===== config.mk =====
export PLATFORM = sky130hd
export DESIGN_NAME = uart_rx_fifo
export DESIGN_NICKNAME = d
export VERILOG_FILES = /design/src/rtl/uart_pkg.sv /design/src/rtl/uart_sync_fifo.sv /design/src/rtl/uart_rx_fifo.sv
export SDC_FILE = /design/constraint.sdc
export NUM_CORES = 1
export LEC_CHECK = 0
export CORE_MARGIN = 8
export CORE_UTILIZATION = 60
export DETAILED_ROUTE_END_ITERATION = 6
export PLACE_DENSITY = 0.81
export REMOVE_ABC_BUFFERS = 1
export SLEW_MARGIN = 40
export SYNTH_ARGS = -nofsm -noshare
export SYNTH_HDL_FRONTEND = slang
export SYNTH_SLANG_ARGS = --single-unit
export TNS_END_PERCENT = 1

===== constraint.sdc =====
create_clock -name clk -period 4.9 [get_ports clk]
set_input_delay 0.98 -clock clk [delete_from_list [all_inputs] [get_ports clk]]
set_output_delay 0.98 -clock clk [all_outputs]
set_load 0.03 [all_outputs]

===== src/rtl/uart_pkg.sv =====
// -----------------------------------------------------------------------------
// uart_pkg
// Shared definitions for the UART receive path: frame data-bit and parity
// encodings, receiver error-bus bit indices, default buffer geometry and the
// width of a buffered entry (data plus two error tags).
// No ports (package).
// -----------------------------------------------------------------------------
package uart_pkg;

  // Default receive buffer geometry.
  localparam int DEFAULT_DEPTH  = 16;
  localparam int DEFAULT_DATA_W = 9;

  // Bit positions on the receiver error bus rx_error[2:0].
  localparam int FRAME_ERR   = 2;
  localparam int PARITY_ERR  = 1;
  localparam int OVERRUN_ERR = 0;

  // Frame data-bit count encoding.
  typedef enum logic [1:0] {
    DBITS_5 = 2'd0,
    DBITS_6 = 2'd1,
    DBITS_7 = 2'd2,
    DBITS_8 = 2'd3
  } data_bits_e;

  // Frame parity mode encoding.
  typedef enum logic [1:0] {
    PAR_NONE = 2'd0,
    PAR_EVEN = 2'd1,
    PAR_ODD  = 2'd2,
    PAR_RSVD = 2'd3
  } parity_e;

  // A buffered entry is {frame_err, parity_err, data}.
  function automatic int entry_w(input int data_w);
    return data_w + 2;
  endfunction

  localparam int DEFAULT_ENTRY_W = DEFAULT_DATA_W + 2;

endpackage


===== src/rtl/uart_sync_fifo.sv =====
// -----------------------------------------------------------------------------
// uart_sync_fifo
// Generic register-array FIFO with first-word-fall-through read. The usable
// capacity is set at run time through 'cap' (1..DEPTH); pointers wrap at cap,
// so cap=1 keeps all traffic in slot 0. The head entry is held in a register
// that is loaded with the next-cycle head, so rd_data is a flop output and
// keeps its last value while the FIFO is empty.
// Ports:
//   clk, rst_n   clock, asynchronous active-low reset
//   clr          synchronous clear of pointers and level (head data retained)
//   cap          capacity in entries, 1..DEPTH
//   wr_en        write request; accepted when not full or when popping
//   wr_data      write data
//   rd_en        pop request; ignored when empty
//   rd_data      head entry
//   empty/full   status for the current level
//   level        current entry count
//   level_next   entry count after this clock edge
//   wr_ok/rd_ok  write/pop actually performed this cycle
// -----------------------------------------------------------------------------
module uart_sync_fifo #(
  parameter  int DEPTH = 16,
  parameter  int WIDTH = 11,
  localparam int AW    = $clog2(DEPTH)
) (
  input  logic             clk,
  input  logic             rst_n,
  input  logic             clr,
  input  logic [AW:0]      cap,
  input  logic             wr_en,
  input  logic [WIDTH-1:0] wr_data,
  input  logic             rd_en,
  output logic [WIDTH-1:0] rd_data,
  output logic             empty,
  output logic             full,
  output logic [AW:0]      level,
  output logic [AW:0]      level_next,
  output logic             wr_ok,
  output logic             rd_ok
);

  logic [WIDTH-1:0] mem_q [DEPTH];
  logic [AW-1:0]    wr_ptr_q, wr_ptr_d;
  logic [AW-1:0]    rd_ptr_q, rd_ptr_d;
  logic [AW:0]      level_q, level_d;
  logic [WIDTH-1:0] head_q, head_d;

  // Advance a pointer, wrapping at the run-time capacity.
  function automatic logic [AW-1:0] ptr_inc(input logic [AW-1:0] ptr,
                                            input logic [AW:0]   lim);
    logic [AW:0] nxt;
    nxt = {1'b0, ptr} + {{AW{1'b0}}, 1'b1};
    if (nxt >= lim) begin
      return {AW{1'b0}};
    end else begin
      return nxt[AW-1:0];
    end
  endfunction

  assign empty = (level_q == {(AW+1){1'b0}});
  assign full  = (level_q == cap);
  assign rd_ok = rd_en & ~empty & ~clr;
  // A full FIFO still takes a write when the same cycle pops.
  assign wr_ok = wr_en & ~clr & (~full | rd_ok);

  // Next-state pointers, level and head register.
  always_comb begin
    wr_ptr_d = wr_ptr_q;
    rd_ptr_d = rd_ptr_q;
    level_d  = level_q;
    head_d   = head_q;
    if (clr) begin
      wr_ptr_d = {AW{1'b0}};
      rd_ptr_d = {AW{1'b0}};
      level_d  = {(AW+1){1'b0}};
    end else begin
      if (wr_ok) begin
        wr_ptr_d = ptr_inc(wr_ptr_q, cap);
      end else begin
        wr_ptr_d = wr_ptr_q;
      end
      if (rd_ok) begin
        rd_ptr_d = ptr_inc(rd_ptr_q, cap);
      end else begin
        rd_ptr_d = rd_ptr_q;
      end
      level_d = level_q + (AW+1)'(wr_ok) - (AW+1)'(rd_ok);
      // The slot being written this cycle can only be the new head when the
      // FIFO is left with exactly that one entry, so bypass the array then.
      if (level_d == {(AW+1){1'b0}}) begin
        head_d = head_q;
      end else if (wr_ok && (wr_ptr_q == rd_ptr_d)) begin
        head_d = wr_data;
      end else begin
        head_d = mem_q[rd_ptr_d];
      end
    end
  end

  // Pointer, level and head registers.
  always_ff @(posedge clk or negedge rst_n) begin
    if (!rst_n) begin
      wr_ptr_q <= {AW{1'b0}};
      rd_ptr_q <= {AW{1'b0}};
      level_q  <= {(AW+1){1'b0}};
      head_q   <= {WIDTH{1'b0}};
    end else begin
      wr_ptr_q <= wr_ptr_d;
      rd_ptr_q <= rd_ptr_d;
      level_q  <= level_d;
      head_q   <= head_d;
    end
  end

  // Storage array.
  always_ff @(posedge clk or negedge rst_n) begin
    if (!rst_n) begin
      for (int i = 0; i < DEPTH; i++) begin
        mem_q[i] <= {WIDTH{1'b0}};
      end
    end else if (wr_ok) begin
      mem_q[wr_ptr_q] <= wr_data;
    end
  end

  assign rd_data    = head_q;
  assign level      = level_q;
  assign level_next = level_d;

endmodule


===== src/rtl/uart_rx_fifo.sv =====
// -----------------------------------------------------------------------------
// uart_rx_fifo
// Receive buffer behind the UART receiver. Each rx_done pulse captures
// {frame_err, parity_err, data}; the host sees the oldest entry first-word-
// fall-through. fifo_en selects a DEPTH-entry FIFO or a single holding
// register; toggling it, or asserting flush, discards all contents. A frame
// arriving with no room is dropped and sets the sticky overrun flag.
// Optional macro UART_RX_TIMEOUT_EN adds a receive-timeout interrupt.
// Ports:
//   clk, rst_n              clock, asynchronous active-low reset
//   fifo_en                 1: DEPTH-entry FIFO, 0: single holding register
//   flush                   synchronous clear of contents and overrun flag
//   rx_done/rx_success      receiver frame strobe / low on parity error
//   rx_data, rx_error       receiver data and error bus ([2] frame error)
//   fifo_full, rx_data_read back to receiver: no room / holding reg consumed
//   rd_en                   host pop (ignored when empty)
//   rd_data, rd_err         head data and tags {frame_err, parity_err}
//   empty, level            status and entry count
//   rx_thresh, irq_level    level interrupt threshold (0 acts as 1) and irq
//   ovr_flag, ovr_clr       sticky overrun flag and its clear
//   timeout_cycles,         (UART_RX_TIMEOUT_EN only) idle-cycle limit and
//   irq_timeout              timeout interrupt
// -----------------------------------------------------------------------------
module uart_rx_fifo
  import uart_pkg::*;
#(
  parameter  int DEPTH  = DEFAULT_DEPTH,
  parameter  int DATA_W = DEFAULT_DATA_W,
  localparam int AW     = $clog2(DEPTH)
) (
  input  logic              clk,
  input  logic              rst_n,
  input  logic              fifo_en,
  input  logic              flush,
  input  logic              rx_done,
  input  logic              rx_success,
  input  logic [DATA_W-1:0] rx_data,
  input  logic [2:0]        rx_error,
  output logic              fifo_full,
  output logic              rx_data_read,
  input  logic              rd_en,
  output logic [DATA_W-1:0] rd_data,
  output logic [1:0]        rd_err,
  output logic              empty,
  output logic [AW:0]       level,
  input  logic [AW:0]       rx_thresh,
  output logic              irq_level,
`ifdef UART_RX_TIMEOUT_EN
  input  logic [23:0]       timeout_cycles,
  output logic              irq_timeout,
`endif
  output logic              ovr_flag,
  input  logic              ovr_clr
);

  localparam int EW = entry_w(DATA_W);

  logic          fifo_en_q;
  logic          mode_chg_s, clr_s, push_s, pop_s;
  logic          wr_ok_s, rd_ok_s, full_s, empty_s, overrun_s;
  logic [AW:0]   cap_s, level_s, level_next_s, thresh_s;
  logic [EW-1:0] wr_entry_s, rd_entry_s;
  logic          ovr_q, ovr_d;
  logic          irq_level_q, irq_level_d;
  logic          unused_err_s;

  // Overrun and parity bits of the error bus are not buffered.
  assign unused_err_s = ^{rx_error[PARITY_ERR], rx_error[OVERRUN_ERR]};

  assign mode_chg_s = fifo_en ^ fifo_en_q;
  assign clr_s      = flush | mode_chg_s;
  // Frames arriving during a clear are discarded and never count as overrun.
  assign push_s     = rx_done & ~clr_s;
  assign pop_s      = rd_en & ~clr_s;
  assign cap_s      = fifo_en ? (AW+1)'(DEPTH) : {{AW{1'b0}}, 1'b1};
  assign wr_entry_s = {rx_error[FRAME_ERR], ~rx_success, rx_data};
  assign overrun_s  = push_s & ~wr_ok_s;

  uart_sync_fifo #(
    .DEPTH (DEPTH),
    .WIDTH (EW)
  ) u_fifo (
    .clk        (clk),
    .rst_n      (rst_n),
    .clr        (clr_s),
    .cap        (cap_s),
    .wr_en      (push_s),
    .wr_data    (wr_entry_s),
    .rd_en      (pop_s),
    .rd_data    (rd_entry_s),
    .empty      (empty_s),
    .full       (full_s),
    .level      (level_s),
    .level_next (level_next_s),
    .wr_ok      (wr_ok_s),
    .rd_ok      (rd_ok_s)
  );

  // Overrun flag and level interrupt next state.
  always_comb begin
    ovr_d       = ovr_q;
    irq_level_d = 1'b0;
    if (rx_thresh == {(AW+1){1'b0}}) begin
      thresh_s = {{AW{1'b0}}, 1'b1};
    end else begin
      thresh_s = rx_thresh;
    end
    // Setting has priority over ovr_clr; a clear cycle cannot overrun.
    if (clr_s) begin
      ovr_d = 1'b0;
    end else if (overrun_s) begin
      ovr_d = 1'b1;
    end else if (ovr_clr) begin
      ovr_d = 1'b0;
    end else begin
      ovr_d = ovr_q;
    end
    // Evaluated on the post-edge level so the irq moves together with level.
    if (fifo_en) begin
      irq_level_d = (level_next_s >= thresh_s);
    end else begin
      irq_level_d = (level_next_s != {(AW+1){1'b0}});
    end
  end

  // Mode tracking, overrun flag and level interrupt registers.
  always_ff @(posedge clk or negedge rst_n) begin
    if (!rst_n) begin
      fifo_en_q   <= 1'b1;
      ovr_q       <= 1'b0;
      irq_level_q <= 1'b0;
    end else begin
      fifo_en_q   <= fifo_en;
      ovr_q       <= ovr_d;
      irq_level_q <= irq_level_d;
    end
  end

`ifdef UART_RX_TIMEOUT_EN
  logic [23:0] to_cnt_q, to_cnt_d;
  logic        irq_to_q, irq_to_d;

  // Idle counter and timeout interrupt next state.
  always_comb begin
    to_cnt_d = to_cnt_q;
    irq_to_d = irq_to_q;
    if (rx_done || rd_ok_s || clr_s || empty_s) begin
      to_cnt_d = 24'd0;
    end else begin
      to_cnt_d = to_cnt_q + 24'd1;
    end
    if (rx_done || rd_ok_s || clr_s) begin
      irq_to_d = 1'b0;
    end else if ((timeout_cycles != 24'd0) && (to_cnt_q == timeout_cycles)) begin
      irq_to_d = 1'b1;
    end else begin
      irq_to_d = irq_to_q;
    end
  end

  // Idle counter and timeout interrupt registers.
  always_ff @(posedge clk or negedge rst_n) begin
    if (!rst_n) begin
      to_cnt_q <= 24'd0;
      irq_to_q <= 1'b0;
    end else begin
      to_cnt_q <= to_cnt_d;
      irq_to_q <= irq_to_d;
    end
  end

  assign irq_timeout = irq_to_q;
`endif

  assign rd_data      = rd_entry_s[DATA_W-1:0];
  assign rd_err       = rd_entry_s[EW-1:DATA_W];
  assign empty        = empty_s;
  assign level        = level_s;
  assign fifo_full    = full_s;
  assign rx_data_read = empty_s;
  assign irq_level    = irq_level_q;
  assign ovr_flag     = ovr_q;

endmodule

==> results.md <==
- Hold Path Stages: 2
- Hold Path Class: reg -> reg
- Largest net degree at the start of global routing: 116
- CTS Buf Count: 23
- R2r endpoint: u_fifo.rd_data[0]
- #FFs+latches synth: 203
- Chip height: 148.2 um
- Cell taking the most area after synthesis: dfrtp_1
- Worst hold slack: 483.5 ps
- Initial antenna violation count: 0
- Rel. slew slack: 44.61%
- Period utilization: 88.97%
- P_int: 3.023 mW
- Area added between synthesis and finish: 12.09%
- # diodes: 0
- # IOs: 46
- CP max FO: 12
- Static Leak: 5.402 nW
- Slowest stage delay, CP: 480 ps
- Max Clk Rate: 229.4 MHz
- Mapped cell area: 10480 um^2
- First-pass iteration count of the detailed router: 5
- Detailed Route WL: 26.14 mm
- Logic pwr share: 15.9%
- Peak supply drop: 0.0002891 V
- Max clock buf depth: 3
- Design Power: 4.128 mW
- TNS Setup: 0 ps
- Setup Viol. Count Final: 0
- Top cells by area, synth: dfrtp_1 (48%), mux2_2 (17%), nand2_1 (4.4%)
- Num Clock Sinks: 203
- YS warnings: 0
- PortBufs: 43
- Hold_buf cts: 0
- Worst Reg-to-Reg Cells: 16
- Sw power: 1.105 mW
- Status: completed
- # rows: 48
- Initial Util: 61.04%
- Place WS: -140.7 ps
- Post-CTS Resized: 0
- Max Cap Viol: 0
- NumNets Final: 998
- GRT Util Overall: 23.85%
- Die ar.: 21960 um^2
- Worst hold endpoint: u_fifo.mem_q[152]
- Min-delay src: u_fifo.mem_q[152]
- Commonest non-fill, non-tap cells in the layout: dfrtp_1 (202), mux2_2 (161), nand2_1 (122), and3_1 (43), a311o_1 (43)
- Switch share: 26.77%
- PwrDens: 351.3 nW/um^2
- Gr ovfl total: 0
- Cell variety after synth: 62
- CTS clk-pin slew, worst paths: 60 ps
- Initial DRC count: 661
- Commonest non-fill, non-tap cell in the layout: dfrtp_1
- CP arrival: 4720 ps
- Core Region: 17180 um^2
- Clk Latency, worst-skew pair: 510 ps
- Final cell utilization of the core: 68.41%
- RSZ-0062 raised after global routing: false
- Final worst slack: 540.7 ps
- Avg WL per Cell: 22.00 um
- Post-route ant nets: 0
- Fin crit period: 4359 ps
- Post-CTS Setup Bufs: 0
- Worst EP required: 5260 ps
- Seq/Total Area, Yosys: 48.47%
- Post-synth EDFFs: 0
- Ys flop type: dfrtp_1
- Via count: 7617
- Root cell of the clock tree: clkbuf_16
- Via density: 6.412
- Worst r2r src: u_fifo.level[3]
- Placer Congestion: 0.8602
- Setup CP Type: in -> reg
- Drc violations: 0
- Worst reg-to-reg setup slack: 550 ps
- Slew Limit Fails: 0
- Share of cells above drive strength 1: 24.92%
- Slowest CP cell: nor2_2
- CP startpoint kind: input pin
- Worst-margin pin slew: 828.5 ps
- HPWL Detailed: 16.14 mm
- Global-route wire length before repair: 41.86 mm
- Clock Power Share: 39.1%
- CTS tree: built
- Final Skew: 17.68 ps
- CP Capture Type: flop
- Vias in the first global route: 7744
- Syn avg cell area: 11.18 um^2
- Share of the synthesized area in the top cell type: 48.22%
- H-tree levels: 1
- Sequential share of power: 45.1%
- FFs w/ async S/R, synth: 100.0%
- Crit-path cells: clkdlybuf4s50_1 > buf_4 > xnor2_2 > nand3_4 > inv_4 > ha_1 > inv_1 > ha_1 > fa_1 > a21oi_1 > o21bai_1 > xnor2_1 > o21ai_0 > nor2_2 > nor2_2 > a21oi_1
- Synthesized instance count: 938
- Chip width: 148.2 um
- Final hold viol count: 0
-- state kept, by name (all words and copies together) (netlist names) --
| name | cells |
|---|---|
| fifo_en_q | 1 |
| u_fifo.rd_ptr_q | 4 |
| u_fifo.wr_ptr_q | 4 |
| u_fifo.rd_data | 11 |
| irq_level | 1 |
| u_fifo.level | 5 |
| ovr_flag | 1 |
| u_fifo.mem_q | 176 |
-- synth_stat cells, types with 2 or more instances --
| master | instances |
|---|---|
| a21oi_1 | 31 |
| and3_1 | 43 |
| and2_1 | 4 |
| inv_1 | 18 |
| o21ai_0 | 23 |
| nand3b_1 | 2 |
| nand3_1 | 15 |
| clkbuf_1 | 31 |
| o31ai_1 | 2 |
| mux2_2 | 161 |
| buf_6 | 7 |
| nor2_1 | 17 |
| a41o_1 | 2 |
| xor2_1 | 2 |
| nor2b_1 | 6 |
| o41ai_1 | 13 |
| nor3_1 | 8 |
| buf_4 | 4 |
| and4_1 | 10 |
| a211oi_1 | 42 |
| a21o_1 | 2 |
| nand4_1 | 9 |
| a31oi_1 | 2 |
| nand2b_1 | 10 |
| or3_1 | 10 |
| a311o_1 | 43 |
| buf_2 | 36 |
| dfrtp_1 | 202 |
| mux2i_1 | 2 |
| ha_1 | 21 |
| xnor2_1 | 8 |
| nand2_1 | 122 |
-- how the worst max path moves through the flow --
stage | from | to | slack [ps]
after CTS | fifo_en | u_fifo.rd_data[0] | 340
after floorplan | fifo_en | u_fifo.rd_data[0] | 380
after global routing | u_fifo.level[3] | u_fifo.rd_data[0] | 270
after global placement | fifo_en | u_fifo.rd_data[7] | 6
after detailed placement | fifo_en | u_fifo.rd_data[3] | -140
final | fifo_en | u_fifo.rd_data[0] | 540
-- cell families (layout without fill, tap and decap cells) --
| kind of cell | after synthesis | after routing | synth area share [%] |
|---|---|---|---|
| xor gates and xnor gates | 11 | 11 | 0.9907 |
| DFF | 203 | 203 | 48.47 |
| AOI/OAI and AO/OA | 172 | 172 | 12.44 |
| and+or+nand+nor | 266 | 266 | 12.88 |
| buffers and inverters | 99 | 124 | 4.690 |
| muxes | 165 | 165 | 17.84 |
| adders and majority gates | 22 | 22 | 2.697 |
-- stage by stage --
stage          std cells  cell area, um^2
2_1_floorplan        859            10070
3_3_place_gp        1151            11030
3_5_place_dp        1151            11030
4_1_cts             1188            11730
5_1_grt             1188            11750
6_report            1188            11750
-- final cells by class --
class / count / area (um^2)
multi-input combinational: 636 / 4933
clock buffer: 30 / 631.9
fill: 1308 / 5425
timing repair buffer: 67 / 676.9
clock inverter: 7 / 63.81
sequential: 203 / 5081
inverter: 20 / 82.58
tap: 225 / 281.5
-- routing by layer --
layer  vias up  GRT usage, %  routed length (um)
li1       3457             -                   -
met1      3822         31.01               11030
met2       284         39.20               12450
met3        54         5.348                1924
met4         0         7.037                 741
met5         -             0                   0
-- critical path, delay by kind of cell --
kind	cells	cell delay, ps
AOI/OAI and AO/OA	4	790
xor gates and xnor gates	2	440
adders and majority gates	3	770
buffers and inverters	4	870
and+or+nand+nor	3	860
-- power groups by stage --
stage / clock, mW / combinational (mW) / sequential [mW]
after floorplan: 0 / 0.291 / 1.95
after global placement: 0 / 0.635 / 1.88
after detailed placement: 0 / 0.647 / 1.88
after CTS: 1.63 / 0.656 / 1.86
after global routing: 1.69 / 0.712 / 1.87
final: 1.61 / 0.655 / 1.86
Power figures use the tool's default switching activity.
